$ cat src/rtl/demux_stream_pkg.sv
// ----------------------------------------------------------------------------
// demux_stream_pkg
// Shared declarations for the demux_stream_1_n packet demultiplexer.
//   - demux_state_e  : packet FSM state (IDLE / PKT / DROP)
//   - DROP_CNT_WIDTH : width of the dropped-packet counter
//   - sel_width()    : select width for a given channel count, never below 1
// ----------------------------------------------------------------------------
package demux_stream_pkg;

  localparam int DROP_CNT_WIDTH = 16;

  typedef enum logic [1:0] {
    ST_IDLE = 2'd0,  // waiting for the first beat of a packet
    ST_PKT  = 2'd1,  // packet open, beats go to the locked channel
    ST_DROP = 2'd2   // packet open, beats are consumed and discarded
  } demux_state_e;

  // $clog2(1) and $clog2(2) differ; a select bus needs at least one bit.
  function automatic int sel_width(input int num_channels);
    int w;
    w = $clog2(num_channels);
    return (w < 1) ? 1 : w;
  endfunction

endpackage

$ cat src/rtl/demux_out_slice.sv
// ----------------------------------------------------------------------------
// demux_out_slice
// Single-entry output holding register for the stream demultiplexer. It holds
// one beat (payload, last flag, destination channel) plus a valid bit. The beat
// drains when the downstream ready bit of its own channel is high; a new beat
// may load on the same edge, so the slice sustains one beat per cycle.
//
// Ports:
//   i_clk       clock, rising edge
//   i_rst_n     asynchronous active-low reset, clears the held beat
//   i_load      load i_data/i_last/i_ch into the register this edge
//   i_data      payload to load
//   i_last      last flag to load
//   i_ch        destination channel to load
//   i_ready     per-channel downstream ready (only the held channel matters)
//   o_data      held payload (keeps its value after draining)
//   o_last      held last flag (keeps its value after draining)
//   o_ch        held channel index
//   o_valid     a beat is held
//   o_can_load  register is empty or drains this edge
// ----------------------------------------------------------------------------
module demux_out_slice #(
  parameter int DATA_WIDTH   = 8,
  parameter int NUM_CHANNELS = 8,
  parameter int SEL_WIDTH    = 3
) (
  input  logic                    i_clk,
  input  logic                    i_rst_n,
  input  logic                    i_load,
  input  logic [DATA_WIDTH-1:0]   i_data,
  input  logic                    i_last,
  input  logic [SEL_WIDTH-1:0]    i_ch,
  input  logic [NUM_CHANNELS-1:0] i_ready,
  output logic [DATA_WIDTH-1:0]   o_data,
  output logic                    o_last,
  output logic [SEL_WIDTH-1:0]    o_ch,
  output logic                    o_valid,
  output logic                    o_can_load
);

  logic [DATA_WIDTH-1:0] r_data;
  logic                  r_last;
  logic [SEL_WIDTH-1:0]  r_ch;
  logic                  r_valid;
  logic                  w_ready_sel;
  logic                  w_drain;

  // Select the ready bit of the held channel with an explicit compare loop so
  // a non-power-of-two channel count never indexes past the ready vector.
  always_comb begin
    w_ready_sel = 1'b0;
    for (int i = 0; i < NUM_CHANNELS; i++) begin
      if (r_ch == SEL_WIDTH'(i)) begin
        w_ready_sel = i_ready[i];
      end
    end
  end

  assign w_drain    = r_valid && w_ready_sel;
  assign o_can_load = !r_valid || w_ready_sel;

  always_ff @(posedge i_clk or negedge i_rst_n) begin
    if (!i_rst_n) begin
      r_data  <= '0;
      r_last  <= 1'b0;
      r_ch    <= '0;
      r_valid <= 1'b0;
    end else if (i_load) begin
      r_data  <= i_data;
      r_last  <= i_last;
      r_ch    <= i_ch;
      r_valid <= 1'b1;
    end else if (w_drain) begin
      r_valid <= 1'b0;
    end
  end

  assign o_data  = r_data;
  assign o_last  = r_last;
  assign o_ch    = r_ch;
  assign o_valid = r_valid;

endmodule

$ cat src/rtl/demux_stream_1_n.sv
// ----------------------------------------------------------------------------
// demux_stream_1_n
// Registered 1:N packet-stream demultiplexer with valid/ready flow control.
// The channel select is latched on the first beat of each packet; every beat
// up to and including the Last beat is routed to that channel through a
// single-entry output register (demux_out_slice).
//
// Optional feature macro: DEMUX_STREAM_DROP_INVALID_EN
//   defined   : a first beat with an out-of-range select drops the whole packet
//               and bumps Drop_Count_Out (saturating at all ones).
//   undefined : an out-of-range select is clamped to the last channel; the
//               DROP state and the Drop_Count_Out port are absent.
//
// Ports:
//   Clock_In        clock, rising edge
//   Reset_N_In      asynchronous active-low reset
//   Enable_In       permits the start of new packets
//   Data_In         input beat payload
//   Valid_In        input beat valid
//   Last_In         final beat of a packet
//   Select_In       destination channel, sampled on the first beat only
//   Ready_Out       input ready
//   Data_Out        payload bus shared by all channels
//   Last_Out        last flag of the held beat
//   Valid_Out       one-hot per-channel valid
//   Ready_In        per-channel downstream ready
//   Busy_Out        a packet is open
//   Drop_Count_Out  dropped-packet count (macro builds only)
// ----------------------------------------------------------------------------
module demux_stream_1_n
  import demux_stream_pkg::*;
#(
  parameter int DATA_WIDTH   = 8,
  parameter int NUM_CHANNELS = 8,
  localparam int SEL_WIDTH   = sel_width(NUM_CHANNELS)
) (
  input  logic                      Clock_In,
  input  logic                      Reset_N_In,
  input  logic                      Enable_In,
  input  logic [DATA_WIDTH-1:0]     Data_In,
  input  logic                      Valid_In,
  input  logic                      Last_In,
  input  logic [SEL_WIDTH-1:0]      Select_In,
  output logic                      Ready_Out,
  output logic [DATA_WIDTH-1:0]     Data_Out,
  output logic                      Last_Out,
  output logic [NUM_CHANNELS-1:0]   Valid_Out,
  input  logic [NUM_CHANNELS-1:0]   Ready_In,
  output logic                      Busy_Out
`ifdef DEMUX_STREAM_DROP_INVALID_EN
  ,
  output logic [DROP_CNT_WIDTH-1:0] Drop_Count_Out
`endif
);

  // One extra bit so NUM_CHANNELS itself is representable for the range check.
  localparam logic [SEL_WIDTH:0]   NUM_CH_EXT = (SEL_WIDTH + 1)'(NUM_CHANNELS);
  localparam logic [SEL_WIDTH-1:0] LAST_CH    = SEL_WIDTH'(NUM_CHANNELS - 1);

  demux_state_e          r_state;
  demux_state_e          w_state_next;
  logic [SEL_WIDTH-1:0]  r_ch_lock;

  logic                  w_sel_in_range;
  logic                  w_deliver_first;  // first beat opens a delivered packet
  logic [SEL_WIDTH-1:0]  w_first_ch;
  logic                  w_ready;
  logic                  w_accept;
  logic                  w_load;
  logic [SEL_WIDTH-1:0]  w_load_ch;
  logic                  w_can_load;
  logic                  w_held_valid;
  logic [SEL_WIDTH-1:0]  w_held_ch;

  assign w_sel_in_range = ({1'b0, Select_In} < NUM_CH_EXT);

`ifdef DEMUX_STREAM_DROP_INVALID_EN
  logic                      w_drop_first;
  logic [DROP_CNT_WIDTH-1:0] r_drop_cnt;

  assign w_deliver_first = w_sel_in_range;
  assign w_first_ch      = Select_In;
`else
  assign w_deliver_first = 1'b1;
  assign w_first_ch      = w_sel_in_range ? Select_In : LAST_CH;
`endif

  // --------------------------------------------------------------------------
  // FSM: state register
  // --------------------------------------------------------------------------
  always_ff @(posedge Clock_In or negedge Reset_N_In) begin
    if (!Reset_N_In) begin
      r_state <= ST_IDLE;
    end else begin
      r_state <= w_state_next;
    end
  end

  // --------------------------------------------------------------------------
  // FSM: next-state logic
  // --------------------------------------------------------------------------
  always_comb begin
    w_state_next = r_state;
    case (r_state)
      ST_IDLE: begin
        // A single-beat packet opens and closes on the same beat.
        if (w_accept && !Last_In) begin
`ifdef DEMUX_STREAM_DROP_INVALID_EN
          w_state_next = w_deliver_first ? ST_PKT : ST_DROP;
`else
          w_state_next = ST_PKT;
`endif
        end
      end
      ST_PKT: begin
        if (w_accept && Last_In) begin
          w_state_next = ST_IDLE;
        end
      end
`ifdef DEMUX_STREAM_DROP_INVALID_EN
      ST_DROP: begin
        if (w_accept && Last_In) begin
          w_state_next = ST_IDLE;
        end
      end
`endif
      default: w_state_next = ST_IDLE;
    endcase
  end

  // --------------------------------------------------------------------------
  // FSM: outputs (input ready, beat acceptance, slice load, drop event)
  // --------------------------------------------------------------------------
  always_comb begin
    w_ready   = 1'b0;
    w_load    = 1'b0;
    w_load_ch = r_ch_lock;
`ifdef DEMUX_STREAM_DROP_INVALID_EN
    w_drop_first = 1'b0;
`endif
    case (r_state)
      ST_IDLE: w_ready = Enable_In && w_can_load;
      ST_PKT:  w_ready = w_can_load;
`ifdef DEMUX_STREAM_DROP_INVALID_EN
      ST_DROP: w_ready = 1'b1;
`endif
      default: w_ready = 1'b0;
    endcase

    w_accept = Valid_In && Reset_N_In && w_ready;

    case (r_state)
      ST_IDLE: begin
        if (w_accept) begin
          if (w_deliver_first) begin
            w_load    = 1'b1;
            w_load_ch = w_first_ch;
          end
`ifdef DEMUX_STREAM_DROP_INVALID_EN
          else begin
            w_drop_first = 1'b1;
          end
`endif
        end
      end
      ST_PKT: begin
        w_load = w_accept;
      end
      default: begin
        w_load = 1'b0;
      end
    endcase
  end

  // Ready is forced low while reset is held, independent of the FSM.
  assign Ready_Out = Reset_N_In && w_ready;
  assign Busy_Out  = (r_state != ST_IDLE);

  // --------------------------------------------------------------------------
  // Channel latch: captured on the first beat, reused for the rest of the packet
  // --------------------------------------------------------------------------
  always_ff @(posedge Clock_In or negedge Reset_N_In) begin
    if (!Reset_N_In) begin
      r_ch_lock <= '0;
    end else if ((r_state == ST_IDLE) && w_load) begin
      r_ch_lock <= w_first_ch;
    end
  end

`ifdef DEMUX_STREAM_DROP_INVALID_EN
  // --------------------------------------------------------------------------
  // Dropped-packet counter: one count per dropped first beat, saturating
  // --------------------------------------------------------------------------
  always_ff @(posedge Clock_In or negedge Reset_N_In) begin
    if (!Reset_N_In) begin
      r_drop_cnt <= '0;
    end else if (w_drop_first && (r_drop_cnt != {DROP_CNT_WIDTH{1'b1}})) begin
      r_drop_cnt <= r_drop_cnt + 1'b1;
    end
  end

  assign Drop_Count_Out = r_drop_cnt;
`endif

  // --------------------------------------------------------------------------
  // Output holding register
  // --------------------------------------------------------------------------
  demux_out_slice #(
    .DATA_WIDTH   (DATA_WIDTH),
    .NUM_CHANNELS (NUM_CHANNELS),
    .SEL_WIDTH    (SEL_WIDTH)
  ) u_out_slice (
    .i_clk      (Clock_In),
    .i_rst_n    (Reset_N_In),
    .i_load     (w_load),
    .i_data     (Data_In),
    .i_last     (Last_In),
    .i_ch       (w_load_ch),
    .i_ready    (Ready_In),
    .o_data     (Data_Out),
    .o_last     (Last_Out),
    .o_ch       (w_held_ch),
    .o_valid    (w_held_valid),
    .o_can_load (w_can_load)
  );

  // --------------------------------------------------------------------------
  // One-hot valid decode of the held channel
  // --------------------------------------------------------------------------
  generate
    for (genvar gi = 0; gi < NUM_CHANNELS; gi++) begin : g_valid_decode
      assign Valid_Out[gi] = w_held_valid && (w_held_ch == SEL_WIDTH'(gi));
    end
  endgenerate

endmodule
$ cat config.mk
export PLATFORM = sky130hd
export DESIGN_NAME = demux_stream_1_n
export DESIGN_NICKNAME = d
export VERILOG_FILES = /design/src/rtl/demux_stream_pkg.sv /design/src/rtl/demux_out_slice.sv /design/src/rtl/demux_stream_1_n.sv
export SDC_FILE = /design/constraint.sdc
export NUM_CORES = 1
export LEC_CHECK = 0
export ABC_CLOCK_PERIOD_IN_PS = 2000
export CORE_MARGIN = 2
export CORE_UTILIZATION = 36
export DETAILED_ROUTE_END_ITERATION = 6
export PLACE_DENSITY = 0.7
export SYNTH_ARGS = -nofsm -noshare
export SYNTH_HDL_FRONTEND = slang
export SYNTH_SLANG_ARGS = --single-unit
$ cat constraint.sdc
create_clock -name Clock_In -period 2 [get_ports Clock_In]
set_input_delay 0.3 -clock Clock_In [delete_from_list [all_inputs] [get_ports Clock_In]]
set_output_delay 0.3 -clock Clock_In [all_outputs]
set_load 0.01 [all_outputs]
==> impl_metrics.json, run 1 <==
{
  "outcome": "finished clean",
  "r2r_end": "u_out_slice.o_data[7]",
  "synth_cells": 72,
  "seq_area_frac_synth_pct": 46.64,
  "hpwl_um": 1647,
  "globalplace.congestion": 0.6074,
  "period_share_pct": 95.16,
  "endpoint_kind": "primary output",
  "drtAntennaViolNets": 0,
  "post_drt_via_cell_ratio": 4.730,
  "nets": 147,
  "multi_input_area_um2": 455.4,
  "fillers": 201,
  "synth-simple-area-share_pct": 13.44,
  "syn-cell-area_um2": 912.1,
  "worstSetupPathType": "register to primary output",
  "power_frac_seq_pct": 38.2,
  "drt_iter0_drc": 1,
  "area_delta_synth_final_pct": 57.48,
  "clkSinkCount": 17,
  "r2r_cells": 7,
  "coreArea_mm2": 0.002432,
  "finalHoldViolations": 0,
  "maxSlewViolCount": 0,
  "rsz0062_at_grt": "no",
  "drc": 0,
  "synth_xor_area_share_pct": 0,
  "seq_area_um2": 429.2,
  "p_leak_nw": 0.6474,
  "intPower_mw": 1.194,
  "avgSynthCellArea_um2": 12.67,
  "max_cap_viol_count": 0,
  "cts_made_buffers": 3,
  "htree_levels": 1,
  "die_area_mm2": 0.002952,
  "io_pins": 43,
  "wl_per_cell_um": 12.94,
  "r2r_setup_slack_ps": 190,
  "fin_util_pct": 59.05,
  "power_density_mw_per_mm2": 1243,
  "die_h_um": 54.34,
  "routed_wl_um": 1967,
  "hold_path.class": "primary input to async pin",
  "synth.mux.area_fraction_pct": 29.63,
  "clock-skew-final_ps": 3.394,
  "sw_frac_of_total_pct": 33.17,
  "clockBufferDepth": 2,
  "first_pass_iters": 4,
  "grt_first_pass_wirelength_um": 3298,
  "grt_max_degree": 13,
  "fin_crit_ps": 1903,
  "clkLatencyLatePin_ps": 270,
  "relSlewSlack_pct": 79.81,
  "p_clk_share_pct": 9.7,
  "synth-compound-area-share_pct": 6.859,
  "crit_required_ps": 1700,
  "n_antenna_cell": 0,
  "ys_ff_latch": 17,
  "worstPathArrival_ps": 1600,
  "rows": 18,
  "post-cts-setup-buffers": 0,
  "finalSetupViolations": 0,
  "crit_fanout": 8,
  "p_total_mw": 1.786,
  "stdcell_area_mm2": 0.001436,
  "grt_overflow": 0,
  "p_comb_share_pct": 52.1,
  "synth_fa_ha_area_share_pct": 0,
  "tritoncts": "yes",
  "grt_usage_pct": 15.13,
  "grt_pass1_vias": 768,
  "dr_total_vias": 719,
  "syn_nets": 96,
  "dpl_cell_area_mm2": 0.001411,
  "dieWidth_um": 54.34,
  "drive_above_1_share_pct": 26.23,
  "fmax_mhz": 525.4,
  "r2r-start": "u_out_slice.o_ch[0]",
  "p_sw_mw": 0.5925,
  "initial_utilization_pct": 37.50,
  "hold_slack_ps": 378.3,
  "clkSlewWorstSetupHoldPaths_ps": 90,
  "worst_setup_path_start_kind": "register",
  "antenna_found_initial": 0,
  "yosys_warnings": 0,
  "root_buffer": "clkbuf_4",
  "ir_worst_vdd_mv": 0.8427,
  "tightestPinTransition_ps": 302.8,
  "worst_slack_ps": 96.78,
  "synth_top_family_by_area": "multiplexers",
  "io_buffers": 42,
  "post-place-ws_ps": -85.81,
  "yosysUniqueCellTypes": 21
}
[power groups by stage]
stage	combinational, mW	clock (mW)	sequential [mW]
after floorplan	0.548	0	0.656
after global placement	0.937	0	0.674
after detailed placement	0.958	0	0.679
after CTS	0.948	0.179	0.681
after global routing	1.00	0.193	0.710
final	0.931	0.173	0.682
[sequential cells by signal, summed over array words and instances, names as in the netlist]
register,flops
u_out_slice.o_data,8
u_out_slice.o_valid,1
u_out_slice.o_last,1
r_state,1
r_ch_lock,3
u_out_slice.o_ch,3
[layout make-up]
class	instances	share of cell area [%]
Tap cell	30	2.613
Multi-Input combinational cell	51	31.71
Sequential cell	17	29.88
Clock buffer	4	1.829
Timing Repair Buffer	50	33.97
[stage by stage]
stage | TNS (ps) | std cells
after floorplan | 0 | 72
after global placement | -13.67 | 148
after detailed placement | -515.7 | 148
after CTS | 0 | 152
after global routing | 0 | 152
final | 0 | 152
[what timing repair did]
item	CTS	global route
gates cloned	0	0
setup endpoints to repair	5	3
hold buffers	0	0
resized for setup	7	5
pin swaps	0	2
endpoints found under the hold margin	0	0
[how the worst max path moves through the flow]
stage,from,end,slack [ps],cells after the start
floorplan,u_out_slice.o_ch[0],u_out_slice.o_ch[0],320,7
global placement,Ready_In[7],Ready_Out,-10,6
detailed placement,Ready_In[5],Ready_Out,-90,6
CTS,u_out_slice.o_ch[1],Valid_Out[5],6,4
global route,u_out_slice.o_ch[2],Valid_Out[3],8,3
finish,u_out_slice.o_ch[2],Valid_Out[3],100,3
[cells in the final DEF, fill, tap and decap left out, drive strengths merged]
cell | Yosys | layout
o31ai | 1 | 1
nand3b | 2 | 2
nand2 | 4 | 4
mux2 | 18 | 18
dfrtp | 17 | 17
o21ai | 3 | 3
mux2i | 3 | 3
a41oi | 1 | 1
buf | 3 | 8
nor2 | 9 | 9
clkbuf | 1 | 5
nor3 | 3 | 3
dlygate4sd2 | 0 | 4
nand3 | 1 | 1
clkdlybuf4s50 | 0 | 35
nand2b | 5 | 5
dlymetal6s2s | 0 | 2
o211ai | 1 | 1
[cell usage after synthesis (all sizes together)]
master,number,area [um^2]
mux2,18,240.2
dfrtp,17,425.4
nor2,9,36.29
nand2b,5,31.28
nand2,4,15.01
buf,3,27.52
mux2i,3,30.03
nor3,3,20.02
o21ai,3,15.01
nand3b,2,15.01
a41oi,1,27.53
clkbuf,1,3.750
nand3,1,5.000
o211ai,1,12.51
o31ai,1,7.510
[cells by family (layout without fill, tap and decap cells)]
logic type      after synthesis  count (layout)
compound gates                6               6
buf+inv                       4              54
flops                        17              17
mux                          21              21
simple gates                 24              24
[per-layer routing]
layer	up-vias	GRT usage, %	part of all wire (%)
li1	353	-	-
met1	332	17.93	39
met2	34	27.51	50
met3	0	4.098	11
met4	0	2.500	0
met5	-	0	0
[critical path, cell delays in order (launching register included)]
cell             delay [ps]
dfrtp_2                 460
nand2b_1                220
nor2_1                  120
clkdlybuf4s50_1         530
Note: power is estimated with default switching activity, not from simulation.
==> run 2, diff against run 1 <==
--- a/config.mk
+++ b/config.mk
@@ -9,7 +9,8 @@
 export CORE_MARGIN = 2
 export CORE_UTILIZATION = 36
 export DETAILED_ROUTE_END_ITERATION = 6
-export PLACE_DENSITY = 0.7
+export PLACE_DENSITY = 0.75
+export RECOVER_POWER = 50
 export SYNTH_ARGS = -nofsm -noshare
 export SYNTH_HDL_FRONTEND = slang
 export SYNTH_SLANG_ARGS = --single-unit
==> run 2 against run 1 <==
  * Final cell count down 2.0%
  * Cell area shrank 0.26%
  * Die area did not move
  * Clock power grew 5%
  * Global-route usage is 0.37 points higher
  * Register-to-register slack worse by 60 ps
  * Flip-flop and latch count stayed put
  * Clock skew is 1.7 ps higher
  * Critical path type unchanged
  * Critical endpoint unchanged
  * Largest cell class unchanged
==> impl_metrics.json, run 2 (synthesis results as in run 1) <==
{
  "grt_pass1_vias": 766,
  "grt_max_degree": 17,
  "stdcell_area_mm2": 0.001433,
  "coreArea_mm2": 0.002432,
  "fillers": 214,
  "grt_usage_pct": 15.50,
  "rsz0062_at_grt": "no",
  "finalHoldViolations": 0,
  "slowest_stage": "clkdlybuf4s50_1",
  "fin_crit_ps": 1910,
  "wl_per_cell_um": 12.81,
  "largest_register_ffs": 8,
  "crit_family": "buffers and inverters",
  "finalSetupViolations": 0,
  "clock-skew-final_ps": 5.112,
  "worst_setup_path_start_kind": "register",
  "r2r_setup_slack_ps": 130,
  "drive_above_1_share_pct": 23.53,
  "drc": 0,
  "post_drt_via_cell_ratio": 4.698,
  "dpl_cell_area_mm2": 0.001381,
  "worst_slack_ps": 90.25,
  "maxSlewViolCount": 0,
  "dr_total_vias": 700,
  "relSlewSlack_pct": 43.68,
  "clkSlewWorstSetupHoldPaths_ps": 100,
  "endpoint_kind": "primary output",
  "grt_overflow": 0,
  "crit_chain": "nand2b_1 > nor2_1 > clkdlybuf4s50_1",
  "layout_commonest_cell": "clkdlybuf4s50_1",
  "clockBufferDepth": 2,
  "initial_utilization_pct": 37.50,
  "root_buffer": "clkbuf_4",
  "antenna_found_initial": 0,
  "n_antenna_cell": 0,
  "p_leak_nw": 0.6546,
  "ir_worst_vdd_mv": 0.7187,
  "tightestPinTransition_ps": 844.7,
  "cts_made_buffers": 3,
  "worstSetupPathType": "register to primary output",
  "crit_buf_inv": 1,
  "critPathMaxStageDelay_ps": 540,
  "dieWidth_um": 54.34,
  "area_delta_synth_final_pct": 57.06,
  "period_share_pct": 95.49,
  "routed_wl_um": 1909,
  "fin_setup_tns_ps": 0,
  "post-place-ws_ps": -45.97,
  "fmax_mhz": 523.6,
  "hold_slack_ps": 263.2,
  "clkSinkCount": 17,
  "layout_common_cells": "clkdlybuf4s50_1, dfrtp_1, mux2_4",
  "tritoncts": "yes",
  "hpwl_um": 1491,
  "clkLatencyLatePin_ps": 280,
  "crit_required_ps": 1700,
  "p_total_mw": 1.782,
  "rows": 18,
  "die_area_mm2": 0.002952,
  "io_buffers": 42,
  "power_density_mw_per_mm2": 1244,
  "die_h_um": 54.34,
  "hold_path.class": "primary input to async pin",
  "crit_fanout": 8,
  "first_pass_iters": 4,
  "drtAntennaViolNets": 0,
  "grt_first_pass_wirelength_um": 3291,
  "outcome": "finished clean",
  "globalplace.congestion": 0.6893,
  "worstPathArrival_ps": 1610,
  "io_pins": 43,
  "nets": 144,
  "max_cap_viol_count": 0,
  "cts_hold_buf": 0,
  "htree_levels": 1,
  "drt_iter0_drc": 10
}
## run 2: worst paths after layout
| path | startpoint | endpoint | cells past startpoint |
|---|---|---|---|
| worst min-delay path | Reset_N_In | r_state[0] | 1 |
| max in group asynchronous | Reset_N_In | u_out_slice.o_ch[0] | 2 |
| min in group Clock_In | r_ch_lock[1] | r_ch_lock[1] | 1 |
| worst max-delay path | u_out_slice.o_ch[2] | Valid_Out[3] | 3 |
| worst max register to register | u_out_slice.o_ch[0] | u_out_slice.o_data[0] | 8 |
| worst min register to register | r_ch_lock[1] | r_ch_lock[1] | 1 |
## run 2: timing repair
action	CTS	global route
resized for setup	4	6
setup endpoints to repair	4	5
endpoints found under the hold margin	0	0
pin swaps	0	1
setup buffers	1	0
## run 2: per-stage QoR
| step | cells | util, % |
|---|---|---|
| final | 149 | 58.90 |
| after detailed placement | 144 | 56.79 |
| after global routing | 149 | 58.90 |
| after floorplan | 72 | - |
| after global placement | 144 | 56.79 |
| after CTS | 149 | 58.80 |
## run 2: final cells by class
cell class                      instances  area, um^2  area share (%)
Sequential cell                        17       429.2           29.96
Multi-Input combinational cell         51       455.4           31.79
Clock buffer                            4       26.28           1.834
Timing Repair Buffer                   47       484.2           33.80
Tap cell                               30       37.54           2.620
## run 2: report_power, final
| group | leakage (nW) | internal [mW] | switching (mW) |
|---|---|---|---|
| Combinational | 0.441 | 0.590 | 0.340 |
| Clock | 0.0150 | 0.0774 | 0.105 |
| Sequential | 0.199 | 0.522 | 0.148 |
| Total | 0.655 | 1.19 | 0.592 |
## run 2: metal layers
metal  wire (um)  global-route usage, %
met1         743                  16.98
met2         980                  28.11
met3         184                  4.098
met4           0                  6.250
met5           0                      0
